===== src/rtl/display_scan_ctrl.sv =====
// ============================================================================
// Module   : display_scan_ctrl
// Purpose  : Time-multiplexed 7-segment scan controller with double-buffered
//            digit values. Optional DISPLAY_BLANK_LZ_EN adds leading-zero blanking.
// Revision : 1.0 - initial release
// ============================================================================
`default_nettype none

module display_scan_ctrl #(
  parameter int NUM_DIGITS = 4,
  parameter int DIV        = 50000,
  parameter int DEAD       = 2
) (
  input  logic                      clock,
  input  logic                      reset,
  input  logic                      enable,
  input  logic [4*NUM_DIGITS-1:0]   value,
  input  logic [NUM_DIGITS-1:0]     dp,
  input  logic                      load,
  output logic [3:0]                hex_digit,
  output logic [NUM_DIGITS-1:0]     digit_sel_n,
  output logic                      dp_n,
  output logic                      frame_done,
  output logic                      load_ack
);

  localparam int CW = $clog2(DIV);
  localparam int IW = (NUM_DIGITS > 1) ? $clog2(NUM_DIGITS) : 1;
  localparam logic [CW-1:0] C_DIV_M1   = CW'(DIV - 1);
  localparam logic [IW-1:0] C_LAST_IDX = IW'(NUM_DIGITS - 1);

  logic [CW-1:0]           r_cnt;
  logic [IW-1:0]           r_idx;
  logic [4*NUM_DIGITS-1:0] r_shadow_val;
  logic [NUM_DIGITS-1:0]   r_shadow_dp;
  logic [4*NUM_DIGITS-1:0] r_disp_val;
  logic [NUM_DIGITS-1:0]   r_disp_dp;
  logic                    r_pending;
  logic                    r_frame_done;
  logic                    r_load_ack;

  logic                    w_slot_end;
  logic                    w_frame_end;
  logic                    w_dead_done;
  logic                    w_on;
  logic [NUM_DIGITS-1:0]   w_blank;

  assign w_slot_end  = (r_cnt == C_DIV_M1);
  assign w_frame_end = enable && w_slot_end && (r_idx == C_LAST_IDX);

  always_ff @(posedge clock or posedge reset) begin
    if (reset) begin
      r_cnt        <= '0;
      r_idx        <= '0;
      r_shadow_val <= '0;
      r_shadow_dp  <= '0;
      r_disp_val   <= '0;
      r_disp_dp    <= '0;
      r_pending    <= 1'b0;
      r_frame_done <= 1'b0;
      r_load_ack   <= 1'b0;
    end else begin
      r_frame_done <= w_frame_end;
      r_load_ack   <= w_frame_end && r_pending;
      if (enable) begin
        if (w_slot_end) begin
          r_cnt <= '0;
          r_idx <= (r_idx == C_LAST_IDX) ? '0 : r_idx + 1'b1;
        end else begin
          r_cnt <= r_cnt + 1'b1;
        end
      end
      if (w_frame_end && r_pending) begin
        r_disp_val <= r_shadow_val;
        r_disp_dp  <= r_shadow_dp;
        r_pending  <= 1'b0;
      end
      // A load on the transfer edge re-arms pending after the old shadow moves.
      if (load) begin
        r_shadow_val <= value;
        r_shadow_dp  <= dp;
        r_pending    <= 1'b1;
      end
    end
  end

  generate
    if (DEAD == 0) begin : g_no_dead
      assign w_dead_done = 1'b1;
    end else begin : g_dead
      localparam logic [CW-1:0] C_DEAD = CW'(DEAD);
      assign w_dead_done = (r_cnt >= C_DEAD);
    end
  endgenerate

`ifdef DISPLAY_BLANK_LZ_EN
  logic w_lz_run;

  // Scan from the most significant digit down; blank while the run of zeros holds.
  always_comb begin
    w_blank  = '0;
    w_lz_run = 1'b1;
    for (int i = NUM_DIGITS - 1; i >= 0; i--) begin
      w_lz_run = w_lz_run && (r_disp_val[4*i +: 4] == 4'h0);
      if (i > 0) begin
        w_blank[i] = w_lz_run;
      end
    end
  end
`else
  assign w_blank = '0;
`endif

  assign w_on = enable && w_dead_done && !w_blank[r_idx];

  always_comb begin
    digit_sel_n = '1;
    dp_n        = 1'b1;
    if (w_on) begin
      digit_sel_n[r_idx] = 1'b0;
      dp_n               = ~r_disp_dp[r_idx];
    end
  end

  assign hex_digit  = r_disp_val[{r_idx, 2'b00} +: 4];
  assign frame_done = r_frame_done;
  assign load_ack   = r_load_ack;

endmodule

`default_nettype wire


===== config.mk =====
export PLATFORM = sky130hd
export DESIGN_NAME = display_scan_ctrl
export DESIGN_NICKNAME = d
export VERILOG_FILES = /design/src/rtl/display_scan_ctrl.sv
export SDC_FILE = /design/constraint.sdc
export NUM_CORES = 1
export LEC_CHECK = 0
export BUFFER_PORTS_ARGS = -buffer_cell sky130_fd_sc_hd__buf_2
export CORE_ASPECT_RATIO = 1.25
export CORE_MARGIN = 2
export CORE_UTILIZATION = 52
export DETAILED_ROUTE_END_ITERATION = 10
export PLACE_DENSITY = 0.78
export SYNTH_ARGS = -nofsm -noshare
export SYNTH_HDL_FRONTEND = slang
export SYNTH_SLANG_ARGS = --single-unit

===== constraint.sdc =====
create_clock -name clock -period 2.44 [get_ports clock]
set_clock_uncertainty 0.15 [all_clocks]
set_input_delay 0.122 -clock clock [delete_from_list [all_inputs] [get_ports clock]]
set_output_delay 0.122 -clock clock [all_outputs]
set_load 0.05 [all_outputs]

; ---- Word level (Yosys, flattened, before mapping)
; Index checks and enable logic that the tools add are counted.
[totals]
ff_bits = 61
wordCells = 40
[classes]
add_sub_neg = 2
order_cmp = 3
eq_ne = 2
shifts = 1
mux = 12
n_bitwise = 2
reduce_logical = 9
[op_table]
columns = cell, count
row1 = "16-bit by 1-bit adder with 16-bit output, second input constant", 1
row2 = "16-bit equality test, second input constant", 1
row3 = "16-bit by 2-bit greater-or-equal comparator with 1-bit output, second input constant", 1
row4 = 16-bit 2-to-1 mux, 1
row5 = 16-bit by 5-bit indexed part select with 4-bit output, 1
row6 = 1-bit logical AND, 6
row7 = 1-bit 2-to-1 mux, 6
row8 = 1-bit binary-select mux with 2-bit select, 2
row9 = 4-bit 2-to-1 mux, 1
row10 = 4-bit NOT, 1
row11 = "2-bit by 3-bit less-than comparator with 1-bit output, second input constant", 1
row12 = "2-bit by 1-bit adder with 2-bit output, second input constant", 1
row13 = 1-bit demux with 2-bit select, 1
row14 = "2-bit equality test, second input constant", 1
row15 = "2-bit by 1-bit greater-or-equal comparator with 1-bit output, second input constant", 1
row16 = 2-bit 2-to-1 mux, 1
row17 = 2-bit AND reduction, 1
row18 = 2-bit nonzero test, 1
row19 = 1-bit zero test, 1
row20 = 1-bit NOT, 1

; ---- Logic depth before layout (Yosys ltp)
; Gate-level depths: netlist (run 1).
[logic_depth]
depth_word = 6
ltp_mapped = 6

; ---- Worst setup path after synthesis (run 1)
; Ideal clock, no wire load.
[synth_timing]
kind = register to register
start = register r_cnt[10]
end = register r_disp_dp[0]
setup_ns = 0.125
t_arrival_ns = 2.047
t_required_ns = 2.165
setup_slack_ns = 0.118
path_stages_with_launch = 6
synth_period_minus_slack_ns = 2.322
path_cell_list = dfrtp_1 > or4_4 > nor4_4 > nand3_2 > buf_6 > mux2_4
[synth_via]
elab_chain_cells = 4
[synth_rtl]
columns = item, line
row1 = start: declaration, 32  ; logic [CW-1:0] r_cnt;
row2 = start signal: assignment, 70  ; r_cnt <= r_cnt + 1'b1;
row3 = 16-bit equality test, 48  ; assign w_slot_end = (r_cnt == C_DIV_M1);
row4 = 1-bit logical AND (2 in series), 49  ; assign w_frame_end = enable && w_slot_end && (r_idx == C_LAST_IDX);
row5 = 1-bit logical AND, 73  ; if (w_frame_end && r_pending) begin
row6 = end signal: assignment, 75  ; r_disp_dp <= r_shadow_dp;
row7 = end: declaration, 37  ; logic [NUM_DIGITS-1:0] r_disp_dp;
; Every way passes these cells.
; A chain may end at the register's enable or synchronous reset.

; ---- Worst setup path after layout (run 1)
[layout_timing]
start = register r_cnt[10]
end = output dp_n
[layout_via]
elab_chain_cells = 4
[layout_rtl]
columns = item, line
row1 = 16-bit by 2-bit greater-or-equal comparator with 1-bit output, 92  ; assign w_dead_done = (r_cnt >= C_DEAD);
row2 = 1-bit logical AND (2 in series), 114  ; assign w_on = enable && w_dead_done && !w_blank[r_idx];
row3 = 1-bit 2-to-1 mux, 119  ; if (w_on) begin
row4 = end: declaration, 22  ; output logic dp_n,
; Every way passes these cells.

==> results of run 1 <==
==> metrics by stage <==
| step | setup WS, ns | instances | power, uW | hold slack [ns] | utilization, % |
|---|---|---|---|---|---|
| after global routing | 0.0337 | 340 | 2340 | 0.155 | 67.7 |
| after global placement | 0.251 | 301 | 1430 | 0.0757 | 59.5 |
| after floorplan | 0.118 | 208 | 1350 | 0.124 | - |
| after detailed placement | 0.221 | 301 | 1450 | 0.0841 | 59.5 |
| after CTS | 0.0374 | 339 | 2230 | 0.131 | 67.0 |
| final | 0.109 | 340 | 2230 | 0.148 | 67.7 |
==> cell type report <==
class                      instances  area [um2]
timing repair buffer              63         472
sequential                        61        1530
clock inverter                     7        42.5
clock buffer                       9         124
multi-input combinational        131        1220
tap                               62        77.6
fill                             383        1660
inverter                           7        26.3
==> cells by family after synthesis <==
family,Yosys count,synth area share (%)
DFF,61,54.3
and+or+nand+nor,58,11.7
muxes,45,22.7
buffers and inverters,16,2.72
AOI/OAI and AO/OA,11,2.49
xor gates and xnor gates,11,3.43
adders and majority gates,6,2.67
==> registers in the layout (all words and copies together) (netlist names) <==
register	flops
frame_done	1
load_ack	1
r_cnt	16
r_disp_dp	4
r_disp_val	16
r_idx	2
r_pending	1
r_shadow_dp	4
r_shadow_val	16
==> placed cells by master, fill, tap and decap left out, drive strengths merged, types with 3 or more instances in the layout <==
cell and n:
clkinv 4, nand3 8, clkinvlp 3, nand2 16, xor2 7, mux2 40, nor2 8, and4 3
o21ai 4, dfrtp 61, ha 6, dlygate4sd3 22, nand4 5, mux4 5, xnor2 4, clkbuf 9
nor3 6, buf 41, inv 7, nor4 4
==> power by group through the flow <==
stage                     registers, uW  clock network [uW]  logic, uW
after CTS                          1180                 780        277
after global routing               1190                 828        319
after detailed placement           1200                   0        250
after floorplan                    1170                   0        184
after global placement             1190                   0        242
final                              1180                 760        286
==> how the worst min path moves through the flow <==
| stage | from | end | cells after the start |
|---|---|---|---|
| after floorplan | value[15] | r_shadow_val[15]$_DFFE_PP0P_ | 1 |
| after global placement | reset | r_shadow_val[2]$_DFFE_PP0P_ | 2 |
| after detailed placement | reset | r_shadow_val[10]$_DFFE_PP0P_ | 2 |
| after CTS | load | r_pending$_DFFE_PP0P_ | 2 |
| after global routing | load | r_pending$_DFFE_PP0P_ | 2 |
| final | load | r_pending$_DFFE_PP0P_ | 2 |
==> routing by layer <==
layer	routed length, um	vias to the layer above
met4	97	0
met2	2730	53
met3	256	12
met5	0	-
li1	-	872
met1	2220	909
==> cells in the mapped netlist (3+ instances only) <==
| master | number |
|---|---|
| nand4_1 | 5 |
| ha_1 | 6 |
| nand2_1 | 16 |
| clkbuf_1 | 6 |
| mux2_2 | 20 |
| nor2_1 | 8 |
| dfrtp_1 | 61 |
| o21ai_0 | 4 |
| inv_1 | 7 |
| mux4_2 | 5 |
| nand3_1 | 7 |
| mux2_4 | 20 |
| xor2_1 | 7 |
| nor4_1 | 3 |
| xnor2_1 | 4 |
| nor3_1 | 6 |
==> timing repair <==
item | 4_1_cts | 5_1_grt
hold buffers | 22 | 0
setup endpoints to repair | 1 | 5
gates resized for setup | 1 | 11
buffers inserted | 0 | 1
endpoints found under the hold margin | 52 | 0
==> worst reg2reg max path, cell delays in order (launching register included) <==
cell and delay [ns]:
dfrtp_1 0.42, or4_4 0.60, nor4_4 0.33, nand3_2 0.13, buf_12 0.19, mux2_4 0.31
==> flow_metrics.env, run 1 <==
export IMPL_status="finished, final reports clean"
export IMPL_first_pass_iters=4
export IMPL_grt_pass1_wl_mm=9.14
export IMPL_use_met2_pct=33.6
export IMPL_p_clk_share_pct=34.2
export IMPL_grtUsageMet3_pct=6.86
export IMPL_max_freq_ghz=0.429
export IMPL_cts_max_level=3
export IMPL_required_ns=2.17
export IMPL_grt_pass1_vias=1940
export IMPL_p_int_uw=1600
export IMPL_layout_drive_gt1_share_pct=39.2
export IMPL_hpwl_mm=3.60
export IMPL_cts_tree="built"
export IMPL_crit_cells=4
export IMPL_ant_nets=0
export IMPL_placed_area_mm2=0.00307
export IMPL_endpoint="dp_n"
export IMPL_grt_setup_unrepaired="no"
export IMPL_yosys_warnings=0
export IMPL_seqPwrFrac_pct=53.0
export IMPL_syn_inst=208
export IMPL_comb_power_share_pct=12.9
export IMPL_num_antenna_cells=0
export IMPL_cts_root_buffer="clkbuf_8"
export IMPL_die_w_um=69.8
export IMPL_syn_area_per_cell_um2=13.5
export IMPL_initial_core_util_pct=54.5
export IMPL_fp_row_count=29
export IMPL_antenna_found_initial=0
export IMPL_p_per_area_mw_per_mm2=638
export IMPL_vdd_drop_max_v=0.000384
export IMPL_final_hold_viol_count=0
export IMPL_seq_area_frac_synth_pct=54.3
export IMPL_nets=303
export IMPL_setup_viol=0
export IMPL_final_area_mm2=0.00349
export IMPL_p_sw_uw=628
export IMPL_cts_buffers=9
export IMPL_cp_slowest_cell="or4_4"
export IMPL_drcViolationCount=0
export IMPL_synth_top_cell_area_share_pct=54.3
export IMPL_syn_nets=238
export IMPL_cpPeakStageDelay_ns=0.60
export IMPL_relSlewSlack_pct=58.6
export IMPL_r2r_slack_ns=0.20
export IMPL_cp_cell_sequence="or4_4, o31a_4, nand2_1, buf_6"
export IMPL_synth_area_mm2=0.00281
export IMPL_crit_fanout=5
export IMPL_end_kind="output port"
export IMPL_leakage_uw=0.00172
export IMPL_vias_per_cell=5.43
export IMPL_clock_sinks=61
export IMPL_synth_area_leaders="dfrtp_1, mux2_4, mux2_2"
export IMPL_routed_wl_mm=5.31
export IMPL_grt_max_degree=32
export IMPL_r2r_start="r_cnt[10]$_DFFE_PP0P_"
export IMPL_crit_arrival_ns=2.06
export IMPL_post_drt_wl_per_cell_um=15.6
export IMPL_synth_edf_count=0
export IMPL_chipHeight_um=86.2
export IMPL_synthFlopType="dfrtp_1"
export IMPL_coreArea_mm2=0.00515
export IMPL_numPortBuffers=34
export IMPL_slew_violations=0
export IMPL_finalWeightedCongestion=0.888
export IMPL_fp_dieArea_mm2=0.00601
export IMPL_finalCritPeriodShare_pct=95.5
export IMPL_area_growth_pct=24.2
export IMPL_crit_start="r_cnt[10]$_DFFE_PP0P_"
export IMPL_crit_type="reg -> out"
export IMPL_use_met1_pct=23.2
export IMPL_r2r_cells=5
export IMPL_via_count=1846
export IMPL_clkTransAtPathRegs_ns=0.07
export IMPL_async_flop_share_pct=100
export IMPL_r2r_end="r_disp_val[5]$_DFFE_PP0P_"
export IMPL_ios=35
export IMPL_netSwitchingFraction_pct=28.2
export IMPL_finalCriticalPeriod_ns=2.33
export IMPL_path_buf_inv=1
export IMPL_critPathTopFamily="simple AND/OR/NAND/NOR gates"
export IMPL_cp_start_kind="register"
export IMPL_cts_buffer_depth=2
export IMPL_synth_cell_types=32
export IMPL_drtIter0Drc=67
export IMPL_maxCapViolCount=0
export IMPL_grt_ovfl_total=0
export IMPL_synth_area_leader_cell="dfrtp_1"
export IMPL_tightest_slew_ns=0.621
export IMPL_hp_class="in -> reg"
export IMPL_groute_usage_overall_pct=19.9
export IMPL_finalSetupTns_ns=0
export IMPL_top_usage_layer="met2"
export IMPL_ys_ff_latch=61
export IMPL_insertion_delay_ns=0.34
(Power assumes the default switching activity.)
==> run 2, diff against run 1 <==
CTS_BUF_LIST = sky130_fd_sc_hd__clkbuf_16   (was not set)
==> run 2 against run 1 <==
Net effect:
- cell count unchanged
- first-iteration DRC count increased by 22%
- die area unchanged
- power increased by 16%
- sequential power about the same
- clock power increased by 47%
- critical path depth increased by 3
- combinational power decreased by 1%
- sequential share of layout area decreased by 1.1 points
- non-clock buffer count unchanged
- largest power group unchanged
==> flow_metrics.env, run 2 (synthesis results as in run 1) <==
export IMPL_cp_cell_sequence="inv_1, ha_1, nor4_1, nand3_1, o31a_2, nand2_1, buf_6"
export IMPL_critPathTopFamily="simple AND/OR/NAND/NOR gates"
export IMPL_final_hold_viol_count=0
export IMPL_whs_endpoint="r_pending$_DFFE_PP0P_"
export IMPL_drtIter0Drc=82
export IMPL_comb_power_share_pct=10.9
export IMPL_worstHoldPathCells=2
export IMPL_r2r_cells=5
export IMPL_ios=35
export IMPL_dp_slack_ns=0.221
export IMPL_first_pass_iters=4
export IMPL_r2r_end="r_disp_val[14]$_DFFE_PP0P_"
export IMPL_end_kind="output port"
export IMPL_worstHoldStart="load"
export IMPL_status="finished, final reports clean"
export IMPL_reg_top3="r_cnt (16), r_disp_val (16), r_shadow_val (16)"
export IMPL_netSwitchingFraction_pct=25.8
export IMPL_coreArea_mm2=0.00515
export IMPL_cts_buffers=9
export IMPL_die_w_um=69.8
export IMPL_num_antenna_cells=0
export IMPL_clkTransAtPathRegs_ns=0.05
export IMPL_required_ns=2.17
export IMPL_cpPeakStageDelay_ns=0.40
export IMPL_tightest_slew_ns=0.612
export IMPL_fp_dieArea_mm2=0.00601
export IMPL_hold_ws_ns=0.158
export IMPL_fp_row_count=29
export IMPL_clock_sinks=61
export IMPL_cts_tree="built"
export IMPL_chipHeight_um=86.2
export IMPL_cts_root_buffer="clkbuf_16"
export IMPL_crit_type="reg -> out"
export IMPL_grt_pass1_wl_mm=9.25
export IMPL_layout_drive_gt1_share_pct=38.8
export IMPL_ant_nets=0
export IMPL_hpwl_mm=3.60
export IMPL_grt_ovfl_total=0
export IMPL_seqPwrFrac_pct=45.8
export IMPL_slew_violations=0
export IMPL_grt_max_degree=32
export IMPL_routed_wl_mm=5.41
export IMPL_finalWeightedCongestion=0.888
export IMPL_r2r_start="r_cnt[10]$_DFFE_PP0P_"
export IMPL_groute_usage_overall_pct=20.1
export IMPL_cts_buffer_depth=2
export IMPL_grt_pass1_vias=1979
export IMPL_cp_start_kind="register"
export IMPL_p_clk_share_pct=43.3
export IMPL_insertion_delay_ns=0.32
export IMPL_layout_common_cells="dfrtp_1, buf_2, dlygate4sd3_1, mux2_4, mux2_2"
export IMPL_finalSetupTns_ns=0
export IMPL_setup_viol=0
export IMPL_hp_class="in -> reg"
export IMPL_p_per_area_mw_per_mm2=721
export IMPL_relSlewSlack_pct=59.2
export IMPL_path_buf_inv=2
export IMPL_leakage_uw=0.00176
export IMPL_layout_commonest_cell="dfrtp_1"
export IMPL_drcViolationCount=0
export IMPL_vdd_drop_max_v=0.000492
export IMPL_crit_fanout=5
export IMPL_cts_max_level=3
export IMPL_vias_per_cell=5.44
export IMPL_numPortBuffers=34
export IMPL_r2r_slack_ns=0.21
export IMPL_crit_arrival_ns=2.08
export IMPL_p_int_uw=1910
export IMPL_nets=303
export IMPL_setup_ws_ns=0.0900
export IMPL_via_count=1850
export IMPL_initial_core_util_pct=54.5
export IMPL_area_growth_pct=27.3
export IMPL_finalCritPeriodShare_pct=96.3
export IMPL_maxCapViolCount=0
export IMPL_antenna_found_initial=0
export IMPL_post_drt_wl_per_cell_um=15.9
export IMPL_max_freq_ghz=0.426
export IMPL_cp_slowest_cell="dfrtp_1"
export IMPL_p_sw_uw=664
export IMPL_finalCriticalPeriod_ns=2.35
run 2: cell type report:
class	count	area, um2
sequential	61	1530
clock inverter	7	42.5
fill	365	1580
timing repair buffer	63	472
tap	62	77.6
inverter	7	26.3
clock buffer	9	225
multi-input combinational	131	1210
run 2: worst max-delay path by stage:
stage                           from                   endpoint  depth (start not counted)
2_1_floorplan  r_cnt[10]$_DFFE_PP0P_   r_disp_dp[0]$_DFFE_PP0P_                          5
3_3_place_gp   r_cnt[10]$_DFFE_PP0P_  r_disp_val[7]$_DFFE_PP0P_                          5
3_5_place_dp   r_cnt[10]$_DFFE_PP0P_  r_disp_val[5]$_DFFE_PP0P_                          5
4_1_cts         r_cnt[0]$_DFFE_PP0P_             digit_sel_n[3]                          7
5_1_grt         r_cnt[0]$_DFFE_PP0P_             digit_sel_n[0]                          7
6_report        r_cnt[0]$_DFFE_PP0P_                       dp_n                          7
run 2: timing repair:
item,in CTS,in global routing
hold buffers,22,0
setup endpoints to repair,1,5
buffers inserted,0,1
resized for setup,1,7
endpoints found under the hold margin,51,0
run 2: through the flow:
| step | std cells | power (uW) | area, um2 | util (%) |
|---|---|---|---|---|
| 5_1_grt | 340 | 2690 | 3580 | 69.4 |
| 3_3_place_gp | 301 | 1430 | 3070 | 59.5 |
| 2_1_floorplan | 208 | 1350 | 2810 | - |
| 4_1_cts | 339 | 2600 | 3560 | 69.0 |
| 6_report | 340 | 2580 | 3580 | 69.4 |
| 3_5_place_dp | 301 | 1450 | 3070 | 59.5 |
run 2: power by group through the flow:
stage	clock network [uW]	registers [uW]	logic (uW)
2_1_floorplan	0	1170	184
3_3_place_gp	0	1190	242
3_5_place_dp	0	1200	250
4_1_cts	1140	1180	279
5_1_grt	1180	1190	314
6_report	1120	1180	282
run 2: layer usage:
layer	track usage, %	share of wire (%)
met1	23.8	43
met2	34.9	52
met3	5.00	3.7
met4	9.44	1.4
met5	0	0
